[src/rtl/ps2_pkg.sv]
// Shared PS/2 definitions: frame constants, FSM state type and the
// ASCII-to-set-2 make-code table used by both the transmitter and the decoder.
package ps2_pkg;

    localparam logic [7:0] PS2_BREAK      = 8'hF0;
    localparam int         PS2_FRAME_BITS = 11;

    typedef struct packed {
        logic       valid;
        logic [7:0] code;
    } scan_t;

    typedef enum logic [1:0] {
        ST_IDLE,
        ST_LOAD,
        ST_SHIFT,
        ST_GAP
    } kbd_state_t;

    // Lower-case letters fold onto their upper-case keys; anything outside
    // A-Z, a-z and 0-9 comes back with valid = 0.
    function automatic scan_t ascii_to_scan(input logic [7:0] ascii);
        logic [7:0] key;
        scan_t      res;
        key = (ascii >= 8'h61 && ascii <= 8'h7A) ? ascii - 8'h20 : ascii;
        res = '{valid: 1'b1, code: 8'h00};
        case (key)
            8'h41: res.code = 8'h1C;  8'h42: res.code = 8'h32;
            8'h43: res.code = 8'h21;  8'h44: res.code = 8'h23;
            8'h45: res.code = 8'h24;  8'h46: res.code = 8'h2B;
            8'h47: res.code = 8'h34;  8'h48: res.code = 8'h33;
            8'h49: res.code = 8'h43;  8'h4A: res.code = 8'h3B;
            8'h4B: res.code = 8'h42;  8'h4C: res.code = 8'h4B;
            8'h4D: res.code = 8'h3A;  8'h4E: res.code = 8'h31;
            8'h4F: res.code = 8'h44;  8'h50: res.code = 8'h4D;
            8'h51: res.code = 8'h15;  8'h52: res.code = 8'h2D;
            8'h53: res.code = 8'h1B;  8'h54: res.code = 8'h2C;
            8'h55: res.code = 8'h3C;  8'h56: res.code = 8'h2A;
            8'h57: res.code = 8'h1D;  8'h58: res.code = 8'h22;
            8'h59: res.code = 8'h35;  8'h5A: res.code = 8'h1A;
            8'h30: res.code = 8'h45;  8'h31: res.code = 8'h16;
            8'h32: res.code = 8'h1E;  8'h33: res.code = 8'h26;
            8'h34: res.code = 8'h25;  8'h35: res.code = 8'h2E;
            8'h36: res.code = 8'h36;  8'h37: res.code = 8'h3D;
            8'h38: res.code = 8'h3E;  8'h39: res.code = 8'h46;
            default: res.valid = 1'b0;
        endcase
        return res;
    endfunction

endpackage

[src/rtl/ps2_frame_tx.sv]
// Serializes one byte as an 11-bit PS/2 device-to-host frame. The bit
// sequencer runs one cycle ahead of the registered line outputs, so `done`
// fires in the last sequencer cycle while the lines show the stop bit's low
// half for one more cycle.
module ps2_frame_tx
    import ps2_pkg::*;
#(
    parameter int CLK_DIV = 4
)
(
    input  logic       clk,
    input  logic       clrn,
    input  logic       start,
    input  logic [7:0] data,
    output logic       done,
    output logic       ps2_clk,
    output logic       ps2_data
);

    localparam int DW = (CLK_DIV > 1) ? $clog2(CLK_DIV) : 1;

    logic                      active;
    logic                      low_half;
    logic [DW-1:0]             div_cnt;
    logic [3:0]                bit_cnt;
    logic [PS2_FRAME_BITS-1:0] shreg;
    logic                      line_clk;
    logic                      line_data;
    logic                      half_end;

    assign half_end  = (div_cnt == DW'(CLK_DIV - 1));
    assign line_clk  = !(active && low_half);
    assign line_data = active ? shreg[0] : 1'b1;
    assign done      = active && low_half && half_end
                       && (bit_cnt == 4'(PS2_FRAME_BITS - 1));

    // Bit sequencer plus output registers; a reset drops any partial frame
    // and returns both lines high on the same edge.
    // NOTE: state is updated with non-blocking assignments so every register
    // samples the pre-edge values, regardless of statement order.
    always_ff @(posedge clk) begin
        if (!clrn) begin
            active   <= 1'b0;
            low_half <= 1'b0;
            div_cnt  <= '0;
            bit_cnt  <= '0;
            shreg    <= '1;
            ps2_clk  <= 1'b1;
            ps2_data <= 1'b1;
        end else begin
            ps2_clk  <= line_clk;
            ps2_data <= line_data;
            if (start) begin
                // stop, odd parity, data LSB-first, start
                active   <= 1'b1;
                low_half <= 1'b0;
                div_cnt  <= '0;
                bit_cnt  <= '0;
                shreg    <= {1'b1, ~^data, data, 1'b0};
            end else if (active) begin
                if (half_end) begin
                    div_cnt <= '0;
                    if (!low_half) begin
                        low_half <= 1'b1;
                    end else begin
                        low_half <= 1'b0;
                        shreg    <= {1'b1, shreg[PS2_FRAME_BITS-1:1]};
                        if (bit_cnt == 4'(PS2_FRAME_BITS - 1))
                            active <= 1'b0;
                        else
                            bit_cnt <= bit_cnt + 4'd1;
                    end
                end else begin
                    div_cnt <= div_cnt + 1'b1;
                end
            end
        end
    end

endmodule

[src/rtl/ascii_ps2_kbd.sv]
// PS/2 keyboard emulator: accepts ASCII characters and types each one as a
// full keystroke (make, F0, make) of device-to-host frames.
module ascii_ps2_kbd
    import ps2_pkg::*;
#(
    parameter int CLK_DIV = 4,
    parameter int GAP     = 8
)
(
    input  logic       clk,
    input  logic       clrn,
    input  logic [7:0] ascii_in,
    input  logic       ascii_valid,
    output logic       ascii_ready,
    output logic       ps2_clk,
    output logic       ps2_data,
    output logic       busy,
    output logic       bad_char
);

    localparam int GW = (GAP > 1) ? $clog2(GAP) : 1;

    kbd_state_t  state;
    logic [1:0]  byte_idx;
    logic [7:0]  code;
    logic [GW-1:0] gap_cnt;
    scan_t       scan;
    logic [7:0]  tx_byte;
    logic        tx_start;
    logic        tx_done;

    assign scan     = ascii_to_scan(ascii_in);
    assign tx_byte  = (byte_idx == 2'd1) ? PS2_BREAK : code;
    assign tx_start = (state == ST_LOAD);

    ps2_frame_tx #(.CLK_DIV(CLK_DIV)) u_tx (
        .clk      (clk),
        .clrn     (clrn),
        .start    (tx_start),
        .data     (tx_byte),
        .done     (tx_done),
        .ps2_clk  (ps2_clk),
        .ps2_data (ps2_data)
    );

    // Character FSM: accept, sequence three frames with gaps, and keep the
    // handshake and status outputs registered alongside the state.
    always_ff @(posedge clk) begin
        if (!clrn) begin
            state       <= ST_IDLE;
            byte_idx    <= '0;
            code        <= '0;
            gap_cnt     <= '0;
            ascii_ready <= 1'b1;
            busy        <= 1'b0;
            bad_char    <= 1'b0;
        end else begin
            bad_char <= 1'b0;
            case (state)
                ST_IDLE: begin
                    if (ascii_valid && ascii_ready) begin
                        if (scan.valid) begin
                            code        <= scan.code;
                            byte_idx    <= '0;
                            state       <= ST_LOAD;
                            ascii_ready <= 1'b0;
                            busy        <= 1'b1;
                        end else begin
                            bad_char <= 1'b1;
                        end
                    end
                end
                ST_LOAD: begin
                    state <= ST_SHIFT;
                end
                ST_SHIFT: begin
                    if (tx_done) begin
                        state   <= ST_GAP;
                        gap_cnt <= GW'(GAP - 1);
                    end
                end
                ST_GAP: begin
                    if (gap_cnt == '0) begin
                        if (byte_idx == 2'd2) begin
                            state       <= ST_IDLE;
                            ascii_ready <= 1'b1;
                            busy        <= 1'b0;
                        end else begin
                            byte_idx <= byte_idx + 2'd1;
                            state    <= ST_LOAD;
                        end
                    end else begin
                        gap_cnt <= gap_cnt - 1'b1;
                    end
                end
                default: state <= ST_IDLE;
            endcase
        end
    end

endmodule

[config.mk]
export PLATFORM = sky130hd
export DESIGN_NAME = ascii_ps2_kbd
export DESIGN_NICKNAME = d
export VERILOG_FILES = /design/src/rtl/ps2_pkg.sv /design/src/rtl/ps2_frame_tx.sv /design/src/rtl/ascii_ps2_kbd.sv
export SDC_FILE = /design/constraint.sdc
export NUM_CORES = 1
export LEC_CHECK = 0
export CAP_MARGIN = 40
export CORE_MARGIN = 3
export CORE_UTILIZATION = 38
export CTS_BUF_LIST = sky130_fd_sc_hd__clkbuf_16
export CTS_CLUSTER_DIAMETER = 80
export DETAILED_ROUTE_END_ITERATION = 10
export PLACE_DENSITY_LB_ADDON = 0.05
export SYNTH_ARGS = -nofsm -noshare
export SYNTH_HDL_FRONTEND = slang
export SYNTH_SLANG_ARGS = --single-unit
[constraint.sdc]
create_clock -name clk -period 3.5 [get_ports clk]
set_input_delay 0.525 -clock clk [delete_from_list [all_inputs] [get_ports clk]]
set_output_delay 0.525 -clock clk [all_outputs]
set_load 0.01 [all_outputs]
Word-level counts from Yosys, hierarchy flattened
Index checks and enable logic that the tools add are counted.

word-level totals
  bits in registers = 38
  ROM bits = 0
  RAM bits = 0
  bits in latches = 0
  memories = 0

operators by class
  mux-type cells = 40
  shift operators = 0
  equality and inequality tests = 50
  $mul = 0
  div/mod/pow operators = 0
  add/subtract/negate cells = 5
  reduce and logical (&&, ||, !) cells = 26
  bitwise logic cells = 2
  order comparisons = 2

operators with widths
  operator                                                           number
  one-hot mux 7 bit (36 select lines)                                1
  equality test 8 x 7 -> 1 bit, second input constant                26
  equality test 8 x 6 -> 1 bit, second input constant                10
  two-way mux 10 bit                                                 4
  OR reduction 36 bit                                                1
  two-way mux 2 bit                                                  9
  two-way mux 1 bit                                                  17
  two-way mux 8 bit                                                  2
  inequality test 2 bit, second input constant                       7
  AND reduction 3 bit                                                4
  AND reduction 5 bit                                                2
  nonzero test 2 bit                                                 5
  equality test 2 bit, second input constant                         4
  greater-or-equal comparator 8 x 7 -> 1 bit, second input constant  1
  <= comparator 8 x 7 -> 1 bit, second input constant                1
  one-hot mux 2 bit (4 select lines)                                 1
  AND reduction 4 bit                                                2
  XNOR reduction 8 bit                                               1
  subtractor 8 x 6 -> 8 bit, second input constant                   1
  two-way mux 3 bit                                                  2
  one-hot mux 3 bit (2 select lines)                                 1
  logical AND 1 bit                                                  5
  adder 2 x 1 -> 2 bit, second input constant                        2
  adder 4 x 1 -> 4 bit, second input constant                        1
  other kinds (11)                                                   15

Longest topological paths before layout
  depth in word-level cells = 9
  gate-level depth with buffers = 12
  gate-level depth less buffers = 9

Hierarchy
Synthesis repeated with hierarchy kept, for this count alone.

unflattened totals
  cells, all modules = 364
  area, all modules = 2895.3 sq um

by module, submodules not included
  module         cells an instance  instances  area each (sq um)  sequential area each (sq um)
  ascii_ps2_kbd  262                1          1909.3             340.3
  ps2_frame_tx   102                1          985.9              400.4

Worst setup path before layout
OpenSTA, ideal clock, no wires.

  path type = input port to flip-flop
  start = in ascii_in[5]
  end = reg ascii_ready
  stages on the path = 10
  required time = 3379 ps
  setup time = 121 ps
  setup slack = 285 ps
  arrival = 3093 ps
  buffers on the path = 1
  cell sequence = clkbuf_1 > inv_1 > ha_1 > o21ai_0 > o21ai_0 > or4b_2 > o211ai_2 > nor3_4 > a211oi_2 > mux2_4

between the ends
  cells in the longest elaborated chain, start to end = 8
  elaborated cells between the ends (all ways) = 45
  classes of those cells = add/sub (1); order compare (2); eq/ne (37); mux (2); reduce/logical (3)

RTL lines
  item                                                                                               RTL line             source
  start, declared                                                                                    ascii_ps2_kbd.sv:12  input logic [7:0] ascii_in,
  greater-or-equal comparator 8 x 7 -> 1 bit / <= comparator 8 x 7 -> 1 bit (equally long branches)  ps2_pkg.sv:25        key = (ascii >= 8'h61 && ascii <= 8'h7A) ? ascii - 8'h20 : ascii;
  logical AND 1 bit                                                                                  ps2_pkg.sv:25
  two-way mux 8 bit (*)                                                                              ps2_pkg.sv:25
  equality test 8 x 6 -> 1 bit / equality test 8 x 7 -> 1 bit (equally long branches)                ps2_pkg.sv:27        case (key)
  OR reduction 36 bit (no source line) (*)                                                           n/a
  two-way mux 1 bit (*)                                                                              ps2_pkg.sv:27
  inequality test 2 bit (no source line) (*)                                                         n/a
  AND reduction 5 bit (no source line) (*)                                                           n/a
  end signal, assigned                                                                               ascii_ps2_kbd.sv:54  ascii_ready <= 1'b1;
  end signal, assigned                                                                               ascii_ps2_kbd.sv:66  ascii_ready <= 1'b0;
  end signal, assigned                                                                               ascii_ps2_kbd.sv:86  ascii_ready <= 1'b1;
  end, declared                                                                                      ascii_ps2_kbd.sv:14  output logic ascii_ready,

Mark *: on every way between the ends. The rest lies on a longest branch, timed or not.
A chain may end at the register's enable or synchronous reset.

Worst setup path after layout
  start = in ascii_in[5]
  end = reg busy

between the ends
  cells in the longest elaborated chain, start to end = 8
  elaborated cells between the ends (all ways) = 45
  classes of those cells = add/sub (1); order compare (2); eq/ne (37); mux (2); reduce/logical (3)

RTL lines
  item                                                                                               RTL line             source
  greater-or-equal comparator 8 x 7 -> 1 bit / <= comparator 8 x 7 -> 1 bit (equally long branches)  ps2_pkg.sv:25
  logical AND 1 bit                                                                                  ps2_pkg.sv:25
  two-way mux 8 bit (*)                                                                              ps2_pkg.sv:25
  equality test 8 x 6 -> 1 bit / equality test 8 x 7 -> 1 bit (equally long branches)                ps2_pkg.sv:27
  OR reduction 36 bit (no source line) (*)                                                           n/a
  two-way mux 1 bit (*)                                                                              ps2_pkg.sv:27
  inequality test 2 bit (no source line) (*)                                                         n/a
  AND reduction 5 bit (no source line) (*)                                                           n/a
  end signal, assigned                                                                               ascii_ps2_kbd.sv:55  busy <= 1'b0;
  end signal, assigned                                                                               ascii_ps2_kbd.sv:67  busy <= 1'b1;
  end signal, assigned                                                                               ascii_ps2_kbd.sv:87  busy <= 1'b0;
  end, declared                                                                                      ascii_ps2_kbd.sv:17  output logic busy,

Marked as above.

==> metrics <==
worst endpoint data arrival time=approximately 3.4 ns; number of antenna diodes=0; number of clock sinks=37; pin count of the biggest net entering global routing=32; Die Y=91.8 um; launch point of the worst hold path=u_tx.shreg[0]; Peak supply drop=approximately 0.00023 V; Final Hold Viols=0; net switching power=~0.37 mW; cell types with the largest area share after synthesis=dfxtp_1 26%, ha_1 5.4%, mux2i_1 4.7%; count of port buffers added during placement=15; Worst path slowest cell=or4b_2; final-stage net count=404; Most Frequent Cell on Critical Path=o21ai_0; sequential share of power=0.371; Least-Margin Pin Slew=0.618 ns; minimum clock period=around 3.2 ns; die width=between 90 and 100 um; die outline area=between 8000 and 9000 um2; startpoint kind of the worst setup timing path=input port; Min-Delay Path Depth=1; logic depth of the worst register-to-register path=6; Yosys top cell by area=dfxtp_1; half-perimeter wire length of the detailed placement result=~5000 um; Critical R2R Capture=state[0]; portion of the post-synthesis area used by sequential elements=0.265; Post-Synthesis Cell Area=approximately 2800 um2; Vias per Instance=5.48; WP data required=3.69 ns; clock share of power=0.380; Highest Clock Rate=~310 MHz; Root Driver=clkbuf_16; via count of the first global-routing pass=approximately 2,500; final wirelength=6820 um; Syn. warnings=0; post_cts resized=0; detailed-routing iteration count for the pre-antenna-repair pass=4; via count of the routed design=around 2,600; initial antenna violation count=0; number of design rule violations left after detail routing=0; residual antenna-violating net count after detailed routing=0; RSZ-0062 raised after global routing=no; TritonCTS clock tree=built; number of pins with negative max-slew slack in the final report=0; detailed-route wire length per cell=~14 um; fraction of registers with async set or reset after synthesis=0; post-route cell area=between 3000 and 4000 um2; share of power burned in combinational logic=0.249; count of flip-flops with a built-in enable after synthesis=0; insertion delay to the later sink of the worst-skew pair=0.28 ns; largest incremental delay on the critical path=around 0.74 ns; fraction of final layout cells sized beyond drive strength 1=0.134; start-to-end type of the worst setup path=input port to register; # hold bufs at CTS=0; most instantiated library cell after synthesis=dfxtp_1; Post-CTS Setup Repair Bufs=0; worst reg2reg path startpoint=u_tx.bit_cnt[1]; CTS Buf Count=5; drt initial violations=184; number of cell rows=30; Post-Route Skew=roughly 0.0037 ns; number of H-tree levels=2; post-synthesis to final-layout area growth=19.7%; wire length of the first global-routing pass=roughly 12,000 um; Period Utilization, post-route=0.923; worst hold-check path type=register to register; total global-route track usage=0.166; Initial Utilization=0.403; status=finished, final reports clean; CTS max path bufs=2; MaxCap Viol Count=0; Worst-path clk slew=around 0.060 ns; critical path cell sequence=clkdlybuf4s50_1, inv_1, ha_1, o21ai_0, o21ai_0, or4b_2, o211ai_2, nor3_4, a211oi_2, buf_4, mux2i_1; Seq cells post-synth=37; Min-Delay Endpoint=u_tx.ps2_data; distinct cell type count after synthesis=62; headroom to the max-slew limit=0.577; leakage power total=between 1 and 1.5 nW; critical path fanouts, max=4; Setup crit end kind=register; area of the core region=6940 um2; pwr dens=around 400 nW/um2; Setup TNS Final=0 ns; DP Area=3180 um2; net switching fraction of the power=0.278; gate count after technology mapping=roughly 350; commonest register cell after synthesis=dfxtp_1; Commonest cells post-synth=37 x dfxtp_1, 27 x nand2_1, 26 x nor2_1; post-synthesis area per instance=7.90 um2; P_int=0.952 mW; ports placed on the boundary=16; top-area cell type share of the netlist area=0.265; RD Place Congestion=about 0.93; count of final setup violators=0; GR Overflow Total=0; worst reg-to-reg setup slack=1.60 ns; nets in the synthesized netlist=roughly 380
## worst max path at each step
stage	from	end	slack, ns	cells after the start
2_1_floorplan	ascii_in[5]	ascii_ready	0.29	10
3_3_place_gp	ascii_in[5]	state[0]	0.05	10
3_5_place_dp	ascii_in[5]	state[0]	0.02	10
4_1_cts	ascii_in[5]	busy	0.26	11
5_1_grt	ascii_in[6]	state[1]	0.0003	10
6_report	ascii_in[5]	busy	0.27	11
## routing by layer
metal  vias to the layer above  part of all wire  track usage
met4                         0             0.015       0.0458
met5                         -                 0            0
met3                        12             0.040       0.0304
met1                      1199              0.53        0.249
li1                       1352                 -            -
met2                        57              0.41        0.240
## cells in the final DEF (no fill, tap or decap), drive strengths merged, types with 5 or more instances in the layout
master	instances
buf	31
o21ai	19
a21oi	18
clkbuf	5
and2	6
nor2	26
o31ai	6
nand3	15
clkdlybuf4s50	15
xor2	6
a211oi	12
o211ai	8
ha	12
nand3b	9
xnor2	8
nor2b	8
dfxtp	37
nor3	6
mux2i	13
nand2b	11
nor3b	8
inv	18
nand2	27
## per-stage QoR
| step | worst slack, ns | hold slack, ns | power, mW | util | instances |
|---|---|---|---|---|---|
| floorplan | 0.285 | 0.414 | 0.720 | - | 354 |
| global placement | 0.0475 | 0.423 | 0.822 | 0.458 | 470 |
| detailed placement | 0.0238 | 0.447 | 0.824 | 0.458 | 470 |
| CTS | 0.263 | 0.461 | 1.33 | 0.482 | 478 |
| global route | 0.000309 | 0.492 | 1.39 | 0.482 | 478 |
| finish | 0.271 | 0.459 | 1.32 | 0.482 | 478 |
## kinds of logic after synthesis
logic type / count (synthesis) / share of synthesized area
AO/OA/AOI/OAI: 95 / 0.241
adder cells (fa/ha/maj): 13 / 0.0573
multiplexers: 15 / 0.0559
buffers and inverters: 44 / 0.0662
flip-flops: 37 / 0.265
AND/OR/NAND/NOR: 136 / 0.270
XOR/XNOR: 14 / 0.0439
## critical path, delay by kind of cell
family	cells	cell delay (ns)
AOI/OAI and AO/OA	4	0.87
adders and majority gates	1	0.30
buffers and inverters	3	0.70
muxes	1	0.21
and+or+nand+nor	2	0.82
## area by class of cell
cell class | count | area, um2
repair buffers | 46 | 383
clock inverters | 3 | 41.3
fillers | 686 | 3600
flip-flops and latches | 37 | 741
multi-input cells | 273 | 1870
inverters | 18 | 67.6
clock buffers | 5 | 125
well taps | 96 | 120
## state kept, by name (all words and copies together), names as in the netlist, 2 cells and up
signal / cells
u_tx.shreg: 10
code: 7
u_tx.bit_cnt: 4
gap_cnt: 3
byte_idx: 2
state: 2
u_tx.div_cnt: 2
## power groups by stage
stage          combinational, mW  sequential [mW]  clock [mW]
2_1_floorplan              0.230            0.490           0
3_3_place_gp               0.325            0.497           0
3_5_place_dp               0.326            0.497           0
4_1_cts                    0.330            0.489       0.510
5_1_grt                    0.366            0.494       0.529
6_report                   0.328            0.489       0.501
Power figures use the tool's default switching activity.
